## src/rtl/piece_bag_generator.sv

```systemverilog
// piece_bag_generator: 7-bag tetromino randomizer with a one-deep preview,
// request/valid handshake and a completed-bag counter for telemetry.
`default_nettype none

module piece_bag_generator #(
  parameter logic [15:0] SEED      = 16'hACE1,
  parameter int          MAX_TRIES = 8
) (
  input  logic        game_clk,
  input  logic        reset_n,
  input  logic        piece_request,
  input  logic        seed_load,
  input  logic [15:0] seed_value,
  output logic        piece_valid,
  output logic [2:0]  current_piece,
  output logic [2:0]  next_piece,
  output logic [2:0]  bag_remaining,
  output logic [7:0]  bag_count
);

  localparam logic [15:0] POLY_MASK = 16'hB400;
  localparam logic [15:0] SEED_SAFE = (SEED == 16'h0000) ? 16'h0001 : SEED;
  localparam logic [3:0]  TRY_LIMIT = 4'(MAX_TRIES);

  typedef enum logic [1:0] {
    FILL_CUR  = 2'd0,
    FILL_NEXT = 2'd1,
    READY     = 2'd2,
    DRAW      = 2'd3
  } state_e;

  state_e      state_q, state_d;
  logic [15:0] lfsr_q, lfsr_d;
  logic [6:0]  used_q, used_d;
  logic [3:0]  try_q, try_d;
  logic [2:0]  rem_q, rem_d;
  logic [7:0]  bags_q, bags_d;
  logic [2:0]  cur_q, cur_d;
  logic [2:0]  next_q, next_d;
  logic        valid_q, valid_d;

  logic [15:0] lfsr_shift;
  logic [2:0]  cand;
  logic [7:0]  taken;
  logic [2:0]  lowest_free;
  logic        forced;
  logic        rand_ok;
  logic        is_draw;
  logic        accept;
  logic [2:0]  pick;
  logic [6:0]  used_set;
  logic        bag_done;

  // Index 7 is never a piece, so it is permanently marked as taken.
  assign taken = {1'b1, used_q};
  assign cand  = lfsr_q[2:0];

  always_comb begin
    lowest_free = 3'd0;
    for (int i = 6; i >= 0; i--) begin
      if (!used_q[i]) lowest_free = 3'(i);
    end
  end

  always_comb begin
    lfsr_shift = lfsr_q[0] ? ((lfsr_q >> 1) ^ POLY_MASK) : (lfsr_q >> 1);
    if (seed_load) begin
      lfsr_d = (seed_value == 16'h0000) ? 16'h0001 : seed_value;
    end else begin
      lfsr_d = lfsr_shift;
    end
  end

  assign is_draw  = (state_q != READY);
  assign forced   = (try_q == TRY_LIMIT);
  assign rand_ok  = !taken[cand] && (try_q < TRY_LIMIT);
  assign accept   = is_draw && (rand_ok || forced);
  assign pick     = forced ? lowest_free : cand;
  assign used_set = used_q | (7'd1 << pick);
  assign bag_done = (used_set == 7'h7F);

  always_comb begin
    state_d = state_q;
    used_d  = used_q;
    try_d   = try_q;
    rem_d   = rem_q;
    bags_d  = bags_q;
    cur_d   = cur_q;
    next_d  = next_q;
    valid_d = valid_q;

    if (accept) begin
      try_d = 4'd0;
      if (bag_done) begin
        used_d = 7'd0;
        rem_d  = 3'd7;
        bags_d = bags_q + 8'd1;
      end else begin
        used_d = used_set;
        rem_d  = rem_q - 3'd1;
      end
    end else if (is_draw) begin
      try_d = try_q + 4'd1;
    end

    case (state_q)
      FILL_CUR: begin
        if (accept) begin
          cur_d   = pick;
          state_d = FILL_NEXT;
        end
      end
      FILL_NEXT, DRAW: begin
        if (accept) begin
          next_d  = pick;
          valid_d = 1'b1;
          state_d = READY;
        end
      end
      READY: begin
        if (piece_request && valid_q) begin
          cur_d   = next_q;
          valid_d = 1'b0;
          state_d = DRAW;
        end
      end
      default: state_d = FILL_CUR;
    endcase
  end

  always_ff @(posedge game_clk) begin
    if (!reset_n) begin
      state_q <= FILL_CUR;
      lfsr_q  <= SEED_SAFE;
      used_q  <= 7'd0;
      try_q   <= 4'd0;
      rem_q   <= 3'd7;
      bags_q  <= 8'd0;
      cur_q   <= 3'd0;
      next_q  <= 3'd0;
      valid_q <= 1'b0;
    end else begin
      state_q <= state_d;
      lfsr_q  <= lfsr_d;
      used_q  <= used_d;
      try_q   <= try_d;
      rem_q   <= rem_d;
      bags_q  <= bags_d;
      cur_q   <= cur_d;
      next_q  <= next_d;
      valid_q <= valid_d;
    end
  end

  assign piece_valid   = valid_q;
  assign current_piece = cur_q;
  assign next_piece    = next_q;
  assign bag_remaining = rem_q;
  assign bag_count     = bags_q;

endmodule

`default_nettype wire

```

## config.mk

```make
export PLATFORM = sky130hd
export DESIGN_NAME = piece_bag_generator
export DESIGN_NICKNAME = d
export VERILOG_FILES = /design/src/rtl/piece_bag_generator.sv
export SDC_FILE = /design/constraint.sdc
export NUM_CORES = 1
export LEC_CHECK = 0
export CELL_PAD_IN_SITES_DETAIL_PLACEMENT = 1
export CELL_PAD_IN_SITES_GLOBAL_PLACEMENT = 2
export CORE_ASPECT_RATIO = 1.25
export CORE_UTILIZATION = 28
export DETAILED_ROUTE_END_ITERATION = 16
export PLACE_DENSITY = 0.75
export SYNTH_ARGS = -nofsm -noshare
export SYNTH_HDL_FRONTEND = slang
export SYNTH_SLANG_ARGS = --single-unit
```

## constraint.sdc

```tcl
create_clock -name game_clk -period 2.8 [get_ports game_clk]
set_input_delay 0.56 -clock game_clk [delete_from_list [all_inputs] [get_ports game_clk]]
set_output_delay 0.56 -clock game_clk [all_outputs]
set_load 0.005 [all_outputs]
```

==> results.tsv, run 1 <==
metric	value	unit
clock tree root buffer cell	clkbuf_8	
Worst Setup Start Kind	flip-flop	
total CTS buffers	5	
Final Hold Vio Count	0	
status	completed	
Final Skew	0.00731	ns
Crit Path Category	flip-flop to flip-flop	
first-pass GRT wire length	9310	um
I/O Buffers	37	
internal power	1.10	mW
Initial Util	0.295	
post-synthesis sequential area ratio	0.424	
number of global-route vias before repair	1957	
synth top area cells	dfxtp_1, nor2_1, mux2i_1	
H-tree lvl count	2	
wire per inst	14.2	um
total grt overflow	0	
routed vias	1972	
Seq. cell area	945	um2
Final nets	325	
P per Cell Area	553	nW/um2
period utilization	0.959	
Fillers	918	
layout cell share with drive strength beyond 1	0.123	
area grow syn2layout	29.0	%
initial antenna violation count	0	
initial drt markers	75	
GRT Overall Usage	0.146	
clock sinks	47	
area leader, netlist	dfxtp_1	
Die Y	102	um
unrepaired setup endpoints after global routing	true	
Post-Synthesis Cell Area	2220	um2
Slew HR	0.704	
Syn Nets	280	
worst vdd ir	0.204	mV
hold_buf cts	0	
Finished Core Util	0.380	
gpl congestion	0.746	
part of the power in registers	0.492	
Pins Over Slew Limit	0	
Hold Crit Class	flip-flop to flip-flop	
Max-Cap Viols	0	
Worst-Skew Late Latency	0.31	ns
DIE AREA	8280	um2
row count	35	
Worst EP required	3.05	ns
area occupied by multi-input gates	1180	um2
Clock Pin Slew Worst Setup and Hold Paths	0.10	ns
Vias per Instance	5.01	
core area	7530	um2
Combinational Power Share	0.221	
nature of the critical path endpoint	flip-flop	
Area after DPL	2720	um2
Clk pwr share	0.287	
largest net degree at the start of global routing	19	
Sw Ratio	0.305	
Die X	81.6	um
Syn. warnings	0	
worst-margin pin slew	0.444	ns
critical path peak fanout	14	
Synth cell types	44	
Final Critical Period	2.69	ns
CTS tree	built	
register bit total from synthesis	47	
# diodes	0	
DRT Pass-1 Iters	4	
Syn Inst Count	256	
Max Freq	0.372	GHz
antenna viol nets, final	0	
HPWL Detailed	4160	um
Setup violations, final	0	
NetSw	483	uW
Mean Syn Cell Area	8.67	um2
drt total wl	5600	um
# IOs	38	
fin area	2860	um2
LEAKAGE	1.08	nW
share of the synthesized area in the top cell type	0.424	
DRC Markers	0	
WP data arrival	2.93	ns
clock buffer depth	2	
## power groups by stage
stage	sequential, mW	clock [mW]	combinational, mW
after floorplan	0.783	0	0.217
after global placement	0.792	0	0.351
after detailed placement	0.794	0	0.355
after CTS	0.779	0.473	0.357
after global routing	0.790	0.503	0.396
final	0.779	0.454	0.350
## critical path: stages (launching register included)
cell and delay, ns:
dfxtp_2 0.38, mux4_2 0.50, nor2b_1 0.14, o31a_1 0.31, nand2b_4 0.16, a311o_4 0.45
or4_1 0.51, a21oi_1 0.15
## per-stage QoR
step,setup WS [ns],instances,TNS (ns),power (mW),hold slack (ns)
after floorplan,0.164,256,0,1.00,0.418
after global placement,0.0292,383,0,1.14,0.423
after detailed placement,-0.0557,383,-0.0726,1.15,0.433
after CTS,0.0319,391,0,1.61,0.464
after global routing,-0.0406,394,-0.127,1.69,0.489
final,0.114,394,0,1.58,0.458
## state kept, by name (all words and copies together), names as in the netlist
signal,cells
lfsr_q,16
piece_valid,1
state_q,2
bag_count,8
used_q,7
next_piece,3
current_piece,3
try_q,4
bag_remaining,3
## layout by cell type, fill, tap and decap left out, types with 4 or more instances in the layout
cell type / Yosys / layout
xor2_1: 6 / 6
or4_1: 5 / 5
nor4_1: 4 / 4
nor2_1: 43 / 43
nand3_1: 4 / 4
clkbuf_8: 0 / 5
inv_1: 13 / 13
nand4_1: 7 / 7
nand2b_1: 5 / 5
o31ai_1: 5 / 5
dfxtp_1: 47 / 44
buf_4: 0 / 14
ha_1: 4 / 4
nand2_1: 20 / 19
clkdlybuf4s50_1: 0 / 37
a21oi_1: 25 / 24
mux2i_1: 16 / 16
## metal layers
layer / share of wire / routed length, um / up-vias / global-route usage
met5: 0 / 0 / - / 0
met4: 0.013 / 70 / 0 / 0.0553
met3: 0.027 / 149 / 5 / 0.0279
met2: 0.51 / 2850 / 38 / 0.251
met1: 0.45 / 2530 / 943 / 0.178
li1: - / - / 986 / -
## cells by family (layout without fill, tap and decap cells)
logic type                 Yosys count  after routing  share of synthesized area
and+or+nand+nor                    101            101                      0.222
xor gates and xnor gates             8              8                     0.0316
DFF                                 47             47                      0.424
AOI/OAI and AO/OA                   51             51                      0.156
buffers and inverters               27             73                     0.0558
muxes                               18             18                     0.0874
adders and majority gates            4              4                     0.0226
## cells in the mapped netlist (all sizes together)
| master | count |
|---|---|
| dfxtp | 47 |
| nor2 | 43 |
| a21oi | 25 |
| nand2 | 20 |
| mux2i | 16 |
| inv | 13 |
| clkbuf | 9 |
| nand4 | 7 |
| nand2b | 6 |
| xor2 | 6 |
| nor4 | 5 |
| o31ai | 5 |
| or4 | 5 |
| and2 | 4 |
| buf | 4 |
| ha | 4 |
| nand3 | 4 |
| o21ai | 4 |
| a311o | 3 |
| a41oi | 3 |
| nand3b | 3 |
| a221o | 2 |
| or3 | 2 |
| xnor2 | 2 |
| a211o | 1 |
| a21o | 1 |
| a22o | 1 |
| a311oi | 1 |
| a31oi | 1 |
| clkinv | 1 |
| mux2 | 1 |
| mux4 | 1 |
| nor2b | 1 |
| o21a | 1 |
| o221a | 1 |
| o22ai | 1 |
| o31a | 1 |
| or2 | 1 |
## path summary, 6_finish.rpt
check / cells past startpoint / slack [ns] / startpoint / to
worst max register to register: 7 / 0.11 / lfsr_q[0]$_SDFF_PN1_ / bag_count[7]$_SDFFE_PN0P_
worst min-delay path: 2 / 0.46 / lfsr_q[12]$_SDFF_PN0_ / lfsr_q[11]$_SDFF_PN1_
worst min register to register: 2 / 0.46 / lfsr_q[12]$_SDFF_PN0_ / lfsr_q[11]$_SDFF_PN1_
worst max-delay path: 7 / 0.11 / lfsr_q[0]$_SDFF_PN1_ / bag_count[7]$_SDFFE_PN0P_
## cell type report
type                            count  area share
Tap cell                           92      0.0402
Sequential cell                    47       0.330
Clock inverter                      3     0.00962
Clock buffer                        5      0.0240
Timing Repair Buffer               51       0.166
Multi-Input combinational cell    182       0.411
Inverter                           14      0.0184
## timing repair
action,CTS,global route
pin swaps,0,2
gates cloned,0,0
endpoints found under the setup margin,2,16
setup buffers,0,3
gates resized for setup,1,9
(Power assumes the default switching activity.)
==> run 2: changes to the inputs <==
CORE_UTILIZATION = 29   (was 28)
CTS_BUF_LIST = sky130_fd_sc_hd__clkbuf_4 sky130_fd_sc_hd__clkbuf_8   (was not set)
PLACE_DENSITY = 0.78   (was 0.75)
==> results.tsv, run 2 (same netlist as run 1, synthesis figures left out) <==
metric	value	unit	change
FF-to-FF setup slack	0.09	ns	was 0.11 ns
GRT Overall Usage	0.147		was 0.146
Max Freq	0.369	GHz	was 0.372 GHz
hold_buf cts	0		unchanged
total grt overflow	0		unchanged
Final Critical Period	2.71	ns	was 2.69 ns
Hold Crit Class	flip-flop to flip-flop		unchanged
commonest non-fill, non-tap cell in the layout	dfxtp_1		unchanged
DRT Pass-1 Iters	4		unchanged
Die X	80.2	um	was 81.6 um
area grow syn2layout	34.2	%	was 29.0%
Final nets	332		was 325
Finished Core Util	0.402		was 0.380
Min Hold Slack	0.455	ns	was 0.458 ns
H-tree lvl count	2		unchanged
worst r2r path cells	9		was 7
antenna viol nets, final	0		unchanged
largest net degree at the start of global routing	17		was 19
delay of the slowest cell on the worst path	0.50	ns	was 0.51 ns
Clk pwr share	0.303		was 0.287
wire per inst	15.0	um	was 14.2 um
CP Cell Sequence	inv_1, ha_1, nand3b_1, a311oi_2, a21o_1, nand4_1, a311o_4, or4_1, a21oi_1		was mux4_2, nor2b_1, o31a_1, nand2b_4, a311o_4, or4_1, a21oi_1
layout cell share with drive strength beyond 1	0.156		was 0.123
Slew HR	0.723		was 0.704
Combinational Power Share	0.222		was 0.221
CTS tree	built		unchanged
Sw Ratio	0.281		was 0.305
DIE AREA	8010	um2	was 8280 um2
most frequent cells in the layout	dfxtp_1, nor2_1, clkdlybuf4s50_1		unchanged
core area	7400	um2	was 7530 um2
critical path peak fanout	8		was 14
P per Cell Area	551	nW/um2	was 553 nW/um2
status	completed		unchanged
worst r2r src	try_q[0]$_SDFFE_PP0N_		was lfsr_q[0]$_SDFF_PN1_
Die Y	99.8	um	was 102 um
gpl congestion	0.749		was 0.746
NetSw	461	uW	was 483 uW
clock buffer depth	2		unchanged
Pins Over Slew Limit	0		unchanged
setup ws final	0.0871	ns	was 0.114 ns
Power Total	1.64	mW	was 1.58 mW
Vias per Instance	5.02		was 5.01
Slowest-stage cell, CP	or4_1		unchanged
max FFs per register	16		unchanged
total CTS buffers	5		unchanged
Final Hold Vio Count	0		unchanged
initial drt markers	60		was 75
routed vias	2006		was 1972
crit path buf inv count	1		was 0
I/O Buffers	37		unchanged
Hold Startpoint	lfsr_q[6]$_SDFF_PN1_		was lfsr_q[12]$_SDFF_PN0_
FF-to-FF End	bag_count[4]$_SDFFE_PN0P_		was bag_count[7]$_SDFFE_PN0P_
Crit Path Category	flip-flop to flip-flop		unchanged
row count	35		unchanged
period utilization	0.969		was 0.959
Worst EP required	3.04	ns	was 3.05 ns
Largest delay share family, worst path	compound AO/OA/AOI/OAI gates		unchanged
nature of the critical path endpoint	flip-flop		unchanged
internal power	1.18	mW	was 1.10 mW
hold endpoint	lfsr_q[5]$_SDFF_PN1_		was lfsr_q[11]$_SDFF_PN1_
Setup violations, final	0		unchanged
clock tree root buffer cell	clkbuf_8		unchanged
WP data arrival	2.95	ns	was 2.93 ns
HPWL Detailed	4150	um	was 4160 um
Place WS	0.0783	ns	was -0.0557 ns
# diodes	0		unchanged
part of the power in registers	0.475		was 0.492
Worst-Skew Late Latency	0.30	ns	was 0.31 ns
Initial Util	0.300		was 0.295
LEAKAGE	1.14	nW	was 1.08 nW
worst vdd ir	0.236	mV	was 0.204 mV
number of global-route vias before repair	1935		was 1957
worst-margin pin slew	0.416	ns	was 0.444 ns
Worst Setup Start Kind	flip-flop		unchanged
drt total wl	6020	um	was 5600 um
Clock Pin Slew Worst Setup and Hold Paths	0.09	ns	was 0.10 ns
largest register by flop count	lfsr_q		unchanged
unrepaired setup endpoints after global routing	true		unchanged
first-pass GRT wire length	9290	um	was 9310 um
initial antenna violation count	0		unchanged
Final Skew	0.00800	ns	was 0.00731 ns
clock sinks	47		unchanged
Max-Cap Viols	0		unchanged
DRC Markers	0		unchanged
Worst Hold Depth	2		unchanged
# IOs	38		unchanged
## run 2: cell count changes in the layout (fill, tap and decap cells not counted), sizes merged
cell / before / now
a311o: 3 / 4
bufinv: 0 / 1
inv: 15 / 13
buf: 14 / 20
## run 2: worst max path at each step
stage,start,slack (ns),depth (start not counted),to
3_5_place_dp,try_q[0]$_SDFFE_PP0N_,0.08,9,bag_count[7]$_SDFFE_PN0P_
3_3_place_gp,try_q[0]$_SDFFE_PP0N_,0.15,9,bag_count[3]$_SDFFE_PN0P_
5_1_grt,try_q[1]$_SDFFE_PP0N_,-0.07,10,bag_count[6]$_SDFFE_PN0P_
2_1_floorplan,lfsr_q[0]$_SDFF_PN1_,0.16,9,bag_count[6]$_SDFFE_PN0P_
4_1_cts,try_q[0]$_SDFFE_PP0N_,0.06,9,bag_count[7]$_SDFFE_PN0P_
6_report,try_q[0]$_SDFFE_PP0N_,0.09,9,bag_count[4]$_SDFFE_PN0P_
## run 2: final cells by class
class / instances / area [um2]
sequential: 47 / 943
clock buffer: 5 / 68.8
multi-input combinational: 183 / 1230
fill: 882 / 4420
tap: 92 / 115
timing repair buffer: 57 / 533
clock inverter: 2 / 37.5
inverter: 14 / 52.6
## run 2: repair_timing
item                                    4_1_cts  5_1_grt
hold endpoints to repair                      0        0
endpoints found under the setup margin        0       16
setup buffers                                 0        9
resized for setup                             0       17
## run 2: worst reg2reg max path, delay by kind of cell, from the launching register on
kind	cells	cell delay, ns
DFF	1	0.35
AOI/OAI and AO/OA	4	1.19
adders and majority gates	1	0.13
buffers and inverters	1	0.07
and+or+nand+nor	3	0.92
## run 2: per-stage QoR
step	cells	instance area, um2	setup TNS (ns)
after floorplan	256	2220	0
after global placement	383	2730	0
after detailed placement	383	2730	0
after CTS	390	2830	0
after global routing	400	2980	-0.580
final	400	2980	0
## run 2: routing by layer
layer	part of all wire	vias up	routed length, um	GRT usage
met5	0	-	0	0
met4	0.018	0	107	0.0426
met3	0.025	10	148	0.0291
met2	0.49	32	2980	0.252
met1	0.46	965	2790	0.186
li1	-	999	-	-
## run 2: power by group through the flow
stage | Combinational, mW | Sequential (mW) | Clock, mW
after floorplan | 0.217 | 0.783 | 0
after global placement | 0.351 | 0.791 | 0
after detailed placement | 0.356 | 0.793 | 0
after CTS | 0.358 | 0.778 | 0.511
after global routing | 0.406 | 0.788 | 0.540
final | 0.365 | 0.779 | 0.498
